[src/rtl/cache_control_if.sv]
// CPU-side and pmem-side request/response handshakes of the L1 cache controller.
// master is the controller's view; slave is the CPU/pmem environment's view.
interface cache_control_if;
  logic mem_read;
  logic mem_write;
  logic mem_resp;
  logic pmem_read;
  logic pmem_write;
  logic pmem_resp;

  modport master (
    input  mem_read, mem_write, pmem_resp,
    output mem_resp, pmem_read, pmem_write
  );

  modport slave (
    output mem_read, mem_write, pmem_resp,
    input  mem_resp, pmem_read, pmem_write
  );
endinterface

[src/rtl/cache_control.sv]
// Sequencer for a 2-way set-associative write-back L1: hit/miss handling, writeback,
// refill, per-set LRU and hit/miss statistics.
module cache_control #(
  parameter  int NUM_SETS = 8,
  parameter  int CNT_W    = 32,
  localparam int IDX_W    = $clog2(NUM_SETS)
) (
  input  logic              clk,
  input  logic              rst_n,
  cache_control_if.master   bus,
  input  logic [IDX_W-1:0]  set_idx,
  input  logic              hit0,
  input  logic              hit1,
  input  logic              valid0,
  input  logic              valid1,
  input  logic              dirty0,
  input  logic              dirty1,
  output logic              way_sel,
  output logic              data_load0,
  output logic              data_load1,
  output logic              tag_load0,
  output logic              tag_load1,
  output logic              valid_load0,
  output logic              valid_load1,
  output logic              dirty_set0,
  output logic              dirty_set1,
  output logic              dirty_clr0,
  output logic              dirty_clr1,
  output logic              data_src_sel,
  output logic              pmem_addr_sel,
  output logic [CNT_W-1:0]  hit_count,
  output logic [CNT_W-1:0]  miss_count
);

  typedef enum logic [1:0] {IDLE, COMPARE, WRITEBACK, ALLOCATE} state_e;

  state_e                state_q, state_d;
  logic [NUM_SETS-1:0]   lru_q, lru_d;
  logic                  victim_q, victim_d;
  logic                  refill_q, refill_d;
  logic [CNT_W-1:0]      hit_count_q, hit_count_d;
  logic [CNT_W-1:0]      miss_count_q, miss_count_d;

  logic [1:0] data_load, tag_load, valid_load, dirty_set, dirty_clr;
  logic       any_hit, hit_way, miss_victim, victim_dirty;

  // Victim preference: an invalid way first, otherwise the LRU way of the set.
  always_comb begin
    any_hit = hit0 | hit1;
    hit_way = ~hit0;
    if (!valid0)      miss_victim = 1'b0;
    else if (!valid1) miss_victim = 1'b1;
    else              miss_victim = lru_q[set_idx];
    victim_dirty = miss_victim ? (valid1 & dirty1) : (valid0 & dirty0);
  end

  always_comb begin
    state_d        = state_q;
    lru_d          = lru_q;
    victim_d       = victim_q;
    refill_d       = refill_q;
    hit_count_d    = hit_count_q;
    miss_count_d   = miss_count_q;
    bus.mem_resp   = 1'b0;
    bus.pmem_read  = 1'b0;
    bus.pmem_write = 1'b0;
    way_sel        = 1'b0;
    data_src_sel   = 1'b0;
    pmem_addr_sel  = 1'b0;
    data_load      = 2'b00;
    tag_load       = 2'b00;
    valid_load     = 2'b00;
    dirty_set      = 2'b00;
    dirty_clr      = 2'b00;

    unique case (state_q)
      IDLE: begin
        if (bus.mem_read || bus.mem_write) state_d = COMPARE;
      end
      COMPARE: begin
        refill_d = 1'b0;
        if (any_hit) begin
          way_sel          = hit_way;
          bus.mem_resp     = 1'b1;
          lru_d[set_idx]   = ~hit_way;
          if (bus.mem_write) begin
            data_load[hit_way] = 1'b1;
            dirty_set[hit_way] = 1'b1;
          end
          if (!refill_q) hit_count_d = hit_count_q + CNT_W'(1);
          state_d = IDLE;
        end else begin
          victim_d = miss_victim;
          if (!refill_q) miss_count_d = miss_count_q + CNT_W'(1);
          state_d = victim_dirty ? WRITEBACK : ALLOCATE;
        end
      end
      WRITEBACK: begin
        way_sel        = victim_q;
        pmem_addr_sel  = 1'b1;
        bus.pmem_write = 1'b1;
        if (bus.pmem_resp) begin
          dirty_clr[victim_q] = 1'b1;
          state_d             = ALLOCATE;
        end
      end
      ALLOCATE: begin
        way_sel       = victim_q;
        bus.pmem_read = 1'b1;
        // The refilled line is re-compared so the normal hit path finishes the access.
        if (bus.pmem_resp) begin
          data_src_sel         = 1'b1;
          data_load[victim_q]  = 1'b1;
          tag_load[victim_q]   = 1'b1;
          valid_load[victim_q] = 1'b1;
          dirty_clr[victim_q]  = 1'b1;
          refill_d             = 1'b1;
          state_d              = COMPARE;
        end
      end
      default: state_d = IDLE;
    endcase
  end

  always_ff @(posedge clk or negedge rst_n) begin
    if (!rst_n) begin
      state_q      <= IDLE;
      lru_q        <= '0;
      victim_q     <= 1'b0;
      refill_q     <= 1'b0;
      hit_count_q  <= '0;
      miss_count_q <= '0;
    end else begin
      state_q      <= state_d;
      lru_q        <= lru_d;
      victim_q     <= victim_d;
      refill_q     <= refill_d;
      hit_count_q  <= hit_count_d;
      miss_count_q <= miss_count_d;
    end
  end

  assign data_load0  = data_load[0];
  assign data_load1  = data_load[1];
  assign tag_load0   = tag_load[0];
  assign tag_load1   = tag_load[1];
  assign valid_load0 = valid_load[0];
  assign valid_load1 = valid_load[1];
  assign dirty_set0  = dirty_set[0];
  assign dirty_set1  = dirty_set[1];
  assign dirty_clr0  = dirty_clr[0];
  assign dirty_clr1  = dirty_clr[1];
  assign hit_count   = hit_count_q;
  assign miss_count  = miss_count_q;

endmodule

[src/flat_wrapper.sv]
// flat-port wrapper written by rule: the top's interface ports become plain ports
module cache_control_flat 
#(
  parameter  int NUM_SETS = 8,
  parameter  int CNT_W    = 32,
  localparam int IDX_W    = $clog2(NUM_SETS)
)
  (clk, rst_n, set_idx, hit0, hit1, valid0, valid1, dirty0, dirty1, way_sel, data_load0, data_load1, tag_load0, tag_load1, valid_load0, valid_load1, dirty_set0, dirty_set1, dirty_clr0, dirty_clr1, data_src_sel, pmem_addr_sel, hit_count, miss_count, bus_mem_read, bus_mem_write, bus_pmem_resp, bus_mem_resp, bus_pmem_read, bus_pmem_write);
  cache_control_if bus_i ();
  input  logic clk;
  input  logic rst_n;
  input  logic [IDX_W-1:0] set_idx;
  input  logic hit0;
  input  logic hit1;
  input  logic valid0;
  input  logic valid1;
  input  logic dirty0;
  input  logic dirty1;
  output logic way_sel;
  output logic data_load0;
  output logic data_load1;
  output logic tag_load0;
  output logic tag_load1;
  output logic valid_load0;
  output logic valid_load1;
  output logic dirty_set0;
  output logic dirty_set1;
  output logic dirty_clr0;
  output logic dirty_clr1;
  output logic data_src_sel;
  output logic pmem_addr_sel;
  output logic [CNT_W-1:0] hit_count;
  output logic [CNT_W-1:0] miss_count;
  input wire logic [$bits(bus_i.mem_read)-1:0] bus_mem_read;
  input wire logic [$bits(bus_i.mem_write)-1:0] bus_mem_write;
  input wire logic [$bits(bus_i.pmem_resp)-1:0] bus_pmem_resp;
  output wire logic [$bits(bus_i.mem_resp)-1:0] bus_mem_resp;
  output wire logic [$bits(bus_i.pmem_read)-1:0] bus_pmem_read;
  output wire logic [$bits(bus_i.pmem_write)-1:0] bus_pmem_write;
  assign bus_i.mem_read = bus_mem_read;
  assign bus_i.mem_write = bus_mem_write;
  assign bus_i.pmem_resp = bus_pmem_resp;
  assign bus_mem_resp = bus_i.mem_resp;
  assign bus_pmem_read = bus_i.pmem_read;
  assign bus_pmem_write = bus_i.pmem_write;
  cache_control #(.NUM_SETS(NUM_SETS), .CNT_W(CNT_W)) u_core (.clk(clk), .rst_n(rst_n), .bus(bus_i), .set_idx(set_idx), .hit0(hit0), .hit1(hit1), .valid0(valid0), .valid1(valid1), .dirty0(dirty0), .dirty1(dirty1), .way_sel(way_sel), .data_load0(data_load0), .data_load1(data_load1), .tag_load0(tag_load0), .tag_load1(tag_load1), .valid_load0(valid_load0), .valid_load1(valid_load1), .dirty_set0(dirty_set0), .dirty_set1(dirty_set1), .dirty_clr0(dirty_clr0), .dirty_clr1(dirty_clr1), .data_src_sel(data_src_sel), .pmem_addr_sel(pmem_addr_sel), .hit_count(hit_count), .miss_count(miss_count));
endmodule
[config.mk]
export PLATFORM = sky130hd
export DESIGN_NAME = cache_control_flat
export DESIGN_NICKNAME = d
export VERILOG_FILES = /design/src/rtl/cache_control_if.sv /design/src/rtl/cache_control.sv /design/src/flat_wrapper.sv
export SDC_FILE = /design/constraint.sdc
export NUM_CORES = 1
export LEC_CHECK = 0
export ABC_CLOCK_PERIOD_IN_PS = 3050
export CAP_MARGIN = 20
export CELL_PAD_IN_SITES_DETAIL_PLACEMENT = 2
export CELL_PAD_IN_SITES_GLOBAL_PLACEMENT = 2
export CORE_UTILIZATION = 30
export DETAILED_ROUTE_END_ITERATION = 7
export GPL_TIMING_DRIVEN = 0
export PLACE_DENSITY = 0.78
export SYNTH_ARGS = -nofsm -noshare
export SYNTH_HDL_FRONTEND = slang
export SYNTH_SLANG_ARGS = --single-unit
[constraint.sdc]
create_clock -name clk -period 3.05 [get_ports clk]
set_input_delay 0.4575 -clock clk [delete_from_list [all_inputs] [get_ports clk]]
set_output_delay 0.4575 -clock clk [all_outputs]
set_load 0.01 [all_outputs]
; Yosys cells after proc, flatten, opt, wreduce, memory -nomap -nowiden
; Cells that the tools add are included.
[classes]
add_sub_neg = 2
magnitude_cmp = 6
n_eq_ne = 6
muxes = 35
bitwise_logic = 6
n_reduce_logical = 13
[op_table]
columns = operator, count
row1 = "32-bit by 1-bit adder with 32-bit output, second input constant", 2
row2 = 2-bit 2-to-1 mux, 10
row3 = 1-bit 2-to-1 mux, 16
row4 = 3-bit AND reduction, 3
row5 = 8-bit bitwise mux, 1
row6 = 2-bit one-hot mux with 4 select lines, 1
row7 = 2-bit AND reduction, 3
row8 = "2-bit == test, second input constant", 2
row9 = "1-bit by 2-bit < comparator with 1-bit output, second input constant", 2
row10 = "3-bit by 4-bit < comparator with 1-bit output, second input constant", 1
row11 = "2-bit inequality test, second input constant", 2
row12 = 1-bit one-hot mux with 2 select lines, 2
row13 = 2-bit one-hot mux with 2 select lines, 1
row14 = 1-bit binary-select mux with 3-bit select, 1
row15 = 1-bit demux with 3-bit select, 1
row16 = "3-bit by 1-bit greater-or-equal comparator with 1-bit output, second input constant", 1
row17 = 1-bit logical AND, 3
row18 = 1-bit NOT, 3
row19 = 1-bit AND, 2
row20 = 1-bit demux with 1-bit select, 2
row21 = "2-bit by 1-bit == test with 1-bit output, second input constant", 1
row22 = "1-bit greater-or-equal comparator, second input constant", 2
row23 = 2-bit logical NOT, 1
row24 = "2-bit by 1-bit inequality test with 1-bit output, second input constant", 1
row25 = 4 further kinds, 4
[word_totals]
ff_bits = 76
in_bits = 14
word_cells = 74

; Logic depth before layout (Yosys ltp)
[depth]
ltp_word = 8
depth_mapped = 8
depth_no_buf = 7

; Least setup slack after synthesis
; OpenSTA, ideal clock, no wires.
[synth_timing]
path_kind = flip-flop to flip-flop
from = register u_core.state_q[1]
to = register u_core.miss_count_q[29], in the netlist u_core.miss_count[29]
setup_ps = 125
arrival_time_ps = 2098
required_ps = 2925
path_slack_ps = 827
stages_incl_launch_ff = 9
synth_period_minus_slack_ps = 2223
path_cell_list = dfrtp_1 > inv_1 > ha_1 > or4b_1 > buf_6 > nor4_4 > and2_4 > nand4_2 > xnor2_1
[synth_between]
elab_chain_len = 2
[synth_rtl]
columns = item, line
row1 = from (decl), cache_control.sv:37  ; state_e state_q, state_d;
row2 = from (signal assigned), cache_control.sv:134  ; state_q <= state_d;
row3 = 2-bit by 1-bit == test with 1-bit output, cache_control.sv:76  ; unique case (state_q)
row4 = 3-bit AND reduction (no line), --
row5 = to (signal assigned), cache_control.sv:139  ; miss_count_q <= miss_count_d;
row6 = to (decl), cache_control.sv:42  ; logic [CNT_W-1:0] miss_count_q, miss_count_d;
; Every way passes these cells.
; A chain may end at the register's enable or synchronous reset.

; Worst setup path in the final report
[layout_timing]
from = input port hit0
to = output port data_load1
[layout_between]
elab_chain_len = 8
[layout_rtl]
columns = item, line
row1 = from (decl), flat_wrapper.sv:13  ; input logic hit0;
row2 = 1-bit NOT, cache_control.sv:50  ; hit_way = ~hit0;
row3 = 1-bit by 2-bit < comparator with 1-bit output (not written as such) / 1-bit greater-or-equal comparator (equally long branches), cache_control.sv:87  ; data_load[hit_way] = 1'b1;
row4 = 1-bit logical AND (not written as such), cache_control.sv:87
row5 = 1-bit 2-to-1 mux (not written as such), cache_control.sv:87
row6 = 1-bit demux with 1-bit select, --
row7 = 2-bit 2-to-1 mux, cache_control.sv:86  ; if (bus.mem_write) begin
row8 = 2-bit 2-to-1 mux *, cache_control.sv:82  ; if (any_hit) begin
row9 = 2-bit one-hot mux with 2 select lines *, cache_control.sv:76
row10 = to (decl), flat_wrapper.sv:21  ; output logic data_load1;
; Every way passes the cells marked *; elsewhere a longest branch is shown, timed or not.

==> impl_metrics.xml <==
<?xml version="1.0" encoding="UTF-8"?>
<metrics>
  <group name="global_routing">
    <metric name="grt.busiest_layer" unit="">met2</metric>
    <metric name="gr_met3_demand_resource" unit="">0.03942</metric>
    <metric name="global_route.usage.met1" unit="">0.2010</metric>
    <metric name="grt_max_degree" unit="">40</metric>
    <metric name="initial_antenna_violation_count" unit="">0</metric>
    <metric name="globalRouteTotalUtil" unit="">0.1721</metric>
    <metric name="grt.met2_usage" unit="">0.3111</metric>
    <metric name="gr_overflow_total" unit="">0</metric>
    <metric name="grt_first_pass_wirelength" unit="mm">17.22</metric>
    <metric name="number_of_global_route_vias_before_repair" unit="">3304</metric>
  </group>
  <group name="synth">
    <metric name="synth-edff-count" unit="">0</metric>
    <metric name="synth_ff_type" unit="">dfrtp_1</metric>
    <metric name="synth_top_cells_by_count" unit="">76 x dfrtp_1, 49 x xnor2_1, 31 x nand2_1</metric>
    <metric name="async_flop_share" unit="">1.000</metric>
    <metric name="syn-num-nets" unit="">354</metric>
    <metric name="yosys_warnings" unit="">0</metric>
    <metric name="synth.ff_latch_count" unit="">76</metric>
    <metric name="yosys-top-cells-area" unit="">dfrtp_1 52%, xnor2_1 12%, nand3_1 3.8%, nand2_1 3.2%, xor2_1 3.1%</metric>
    <metric name="synthesis.area_per_instance" unit="µm²">10.98</metric>
    <metric name="netlist_area" unit="µm²">3669</metric>
    <metric name="yosys-mux-area-fraction" unit="">0.04536</metric>
    <metric name="synth-compound-area-share" unit="">0.01842</metric>
    <metric name="synth_adder_area_share" unit="">0.02046</metric>
    <metric name="synthXorXnorAreaFrac" unit="">0.1480</metric>
    <metric name="seq_area_frac_synth" unit="">0.5184</metric>
    <metric name="dominant_combinational_cell_family_by_area_after_synthesis" unit="">simple AND/OR/NAND/NOR gates</metric>
    <metric name="synth_top_cell_by_area" unit="">dfrtp_1</metric>
    <metric name="count_leader_synth" unit="">dfrtp_1</metric>
    <metric name="synth_largest_type_area_fraction" unit="">0.5184</metric>
    <metric name="synth_simple_gate_area_frac" unit="">0.2278</metric>
    <metric name="number_of_distinct_library_cells_after_synthesis" unit="">35</metric>
    <metric name="syn-instance-count" unit="">334</metric>
  </group>
  <group name="detailed_routing">
    <metric name="number_of_routed_nets_with_antenna_violations" unit="">0</metric>
    <metric name="drt-vias-per-instance" unit="">4.925</metric>
    <metric name="post_route_drc" unit="">0</metric>
    <metric name="drt-initial-drc-count" unit="">102</metric>
    <metric name="drt_wl_total" unit="mm">10.24</metric>
    <metric name="wire_per_inst" unit="µm">17.38</metric>
    <metric name="detailroute.via_count" unit="">2901</metric>
    <metric name="count_of_tritonroute_iterations_in_the_first_routing_pass" unit="">4</metric>
  </group>
  <group name="critical_path">
    <metric name="critical_path_required" unit="ps">2590</metric>
    <metric name="endpoint_kind" unit="">output pin</metric>
    <metric name="critical_path_peak_fanout" unit="">10</metric>
    <metric name="path_class" unit="">in2out</metric>
    <metric name="r2r_slack" unit="ps">480</metric>
    <metric name="crit_arrival" unit="ps">2360</metric>
    <metric name="critical_path.reg2reg.startpoint" unit="">u_core.state_q[1]</metric>
    <metric name="worst_r2r_endpoint" unit="">u_core.miss_count[28]</metric>
    <metric name="cp-start-kind" unit="">input pin</metric>
    <metric name="reg2reg_depth" unit="">8</metric>
  </group>
  <group name="sta">
    <metric name="final-setup-viol-count" unit="">0</metric>
    <metric name="post-route-period-util" unit="">0.9223</metric>
    <metric name="holdWs" unit="ps">95.69</metric>
    <metric name="fin_skew" unit="ps">6.143</metric>
    <metric name="maxSlewViolCount" unit="">0</metric>
    <metric name="post-route-min-period" unit="ps">2813</metric>
    <metric name="setup_repair_after_global_routing_missed_its_margin" unit="">false</metric>
    <metric name="report.final.hold_viol_count" unit="">0</metric>
    <metric name="tightestPinTransition" unit="ps">511.0</metric>
    <metric name="fin_tns_setup" unit="ps">0</metric>
    <metric name="fmax" unit="GHz">0.3555</metric>
    <metric name="timing.slew.headroom" unit="">0.6593</metric>
  </group>
  <group name="layout">
    <metric name="final.fill_count" unit="">1268</metric>
    <metric name="antenna_cells_inserted" unit="">0</metric>
    <metric name="postLayoutCoreUtil" unit="">0.4248</metric>
    <metric name="finish.cell_count_without_fillers" unit="">589</metric>
    <metric name="area.sequential" unit="µm²">1902</metric>
    <metric name="multi_input_gate_area" unit="µm²">1688</metric>
    <metric name="drive_gt1_frac" unit="">0.09502</metric>
    <metric name="layout.nets" unit="">458</metric>
    <metric name="layout-area-overhead-vs-synth" unit="%">38.51</metric>
  </group>
  <group name="clock_network">
    <metric name="cts_setup_buffers" unit="">0</metric>
    <metric name="clockBufferDepth" unit="">2</metric>
    <metric name="cts_tree" unit="">yes</metric>
    <metric name="cts-root-buf" unit="">clkbuf_16</metric>
    <metric name="clock_tree.htree_level_count" unit="">3</metric>
    <metric name="resized_after_cts" unit="">0</metric>
    <metric name="clkSinkCount" unit="">76</metric>
    <metric name="clock_latency" unit="ps">330</metric>
    <metric name="cts-buffers-inserted" unit="">9</metric>
    <metric name="cts.reportedPaths.clkPinSlew" unit="ps">60</metric>
    <metric name="cts-hold-fix-buffers" unit="">0</metric>
  </group>
  <group name="min_path">
    <metric name="min-delay-path-class" unit="">in2async</metric>
  </group>
  <group name="floorplan">
    <metric name="floorplan.initialDensity" unit="">0.3067</metric>
    <metric name="core_area" unit="µm²">11960</metric>
    <metric name="die-height" unit="µm">112.6</metric>
    <metric name="design.portCount" unit="">94</metric>
    <metric name="design.die.area" unit="µm²">12670</metric>
    <metric name="horizontal_extent_of_the_die" unit="µm">112.6</metric>
    <metric name="placementRows" unit="">40</metric>
  </group>
  <group name="placement">
    <metric name="dp.cells" unit="">574</metric>
    <metric name="dp_hpwl" unit="mm">7.605</metric>
    <metric name="weighted_congestion_at_the_end_of_routability_driven_global_placement" unit="">0.7838</metric>
    <metric name="port_buffers" unit="">92</metric>
  </group>
  <group name="run">
    <metric name="max_cap_violations" unit="">0</metric>
  </group>
  <group name="pwr">
    <metric name="vdd_ir_drop_max" unit="mV">0.2791</metric>
    <metric name="p_per_area" unit="nW/µm²">625.0</metric>
    <metric name="power_leakage" unit="µW">0.002210</metric>
    <metric name="power" unit="µW">3176</metric>
  </group>
  <group name="status">
    <metric name="run_status" unit="">finished, final reports clean</metric>
  </group>
</metrics>
## flip-flops by register name, indices dropped and copies added, names as in the netlist
| register | count |
|---|---|
| u_core.hit_count | 32 |
| u_core.lru_q | 8 |
| u_core.miss_count | 32 |
| u_core.refill_q | 1 |
| u_core.state_q | 2 |
| u_core.victim_q | 1 |
## worst max-delay path: stages
cell and delay [ps]:
clkdlybuf4s50_1 600, clkbuf_2 260, nor2b_1 90, and3_1 200
or2_2 270, clkdlybuf4s50_1 490
## power by group
part	leakage [µW]	switching, µW	internal (µW)
Clock	0.000145	402	635
Sequential	0.00102	145	1150
Combinational	0.00105	404	437
## layout make-up
class,count,area share
buffer,8,0.009850
clock buffer,14,0.05590
clock inverter,1,0.0009850
inverter,8,0.005910
multi-input combinational,242,0.3322
sequential,76,0.3743
tap,147,0.03620
timing repair buffer,93,0.1847
## cell usage in the layout (no fill, tap or decap), types with 3 or more instances in the layout
cell and instances:
clkdlybuf4s50_1 91, dfrtp_1 76, xnor2_1 49, nand2_1 31, nand3_1 28, nor2_1 23
and3_1 14, nand4_1 14, xor2_1 13, mux2_2 9, clkbuf_16 9, inv_1 8
and4_1 7, and2_1 7, o21ai_0 6, ha_1 6, or2_2 4, nor3_1 4
clkbuf_1 4, nand2b_1 4, buf_4 4, clkbuf_8 4, nor2b_1 3
## metal layers
layer	vias up	wire length [µm]
met2	69	5403
met3	8	419
met5	-	0
met4	0	101
li1	1349	-
met1	1475	4312
## metrics by stage
step | cell area (µm²) | setup WS (ps)
after global placement | 4773 | -1271
after global routing | 5081 | 147.9
after floorplan | 3669 | 826.5
final | 5081 | 236.8
after CTS | 5080 | 65.61
after detailed placement | 4791 | 72.85
## cell families (layout without fill, tap and decap cells)
family          after synthesis  count (layout)
flops                        76              76
buf+inv                      16             124
compound gates               11              11
simple gates                150             150
xor+xnor                     62              62
fa+ha+maj                     6               6
mux                          13              13
## worst max-delay path by stage
stage	startpoint	to	slack, ps	depth (start not counted)
floorplan	u_core.state_q[1]	u_core.miss_count[29]	830	8
global placement	rst_n	u_core.lru_q[4]	-1270	1
detailed placement	hit0	data_load1	70	6
CTS	hit0	data_load1	70	6
global route	hit0	data_load1	150	6
finish	hit0	data_load1	240	6
Power figures use the tool's default switching activity.
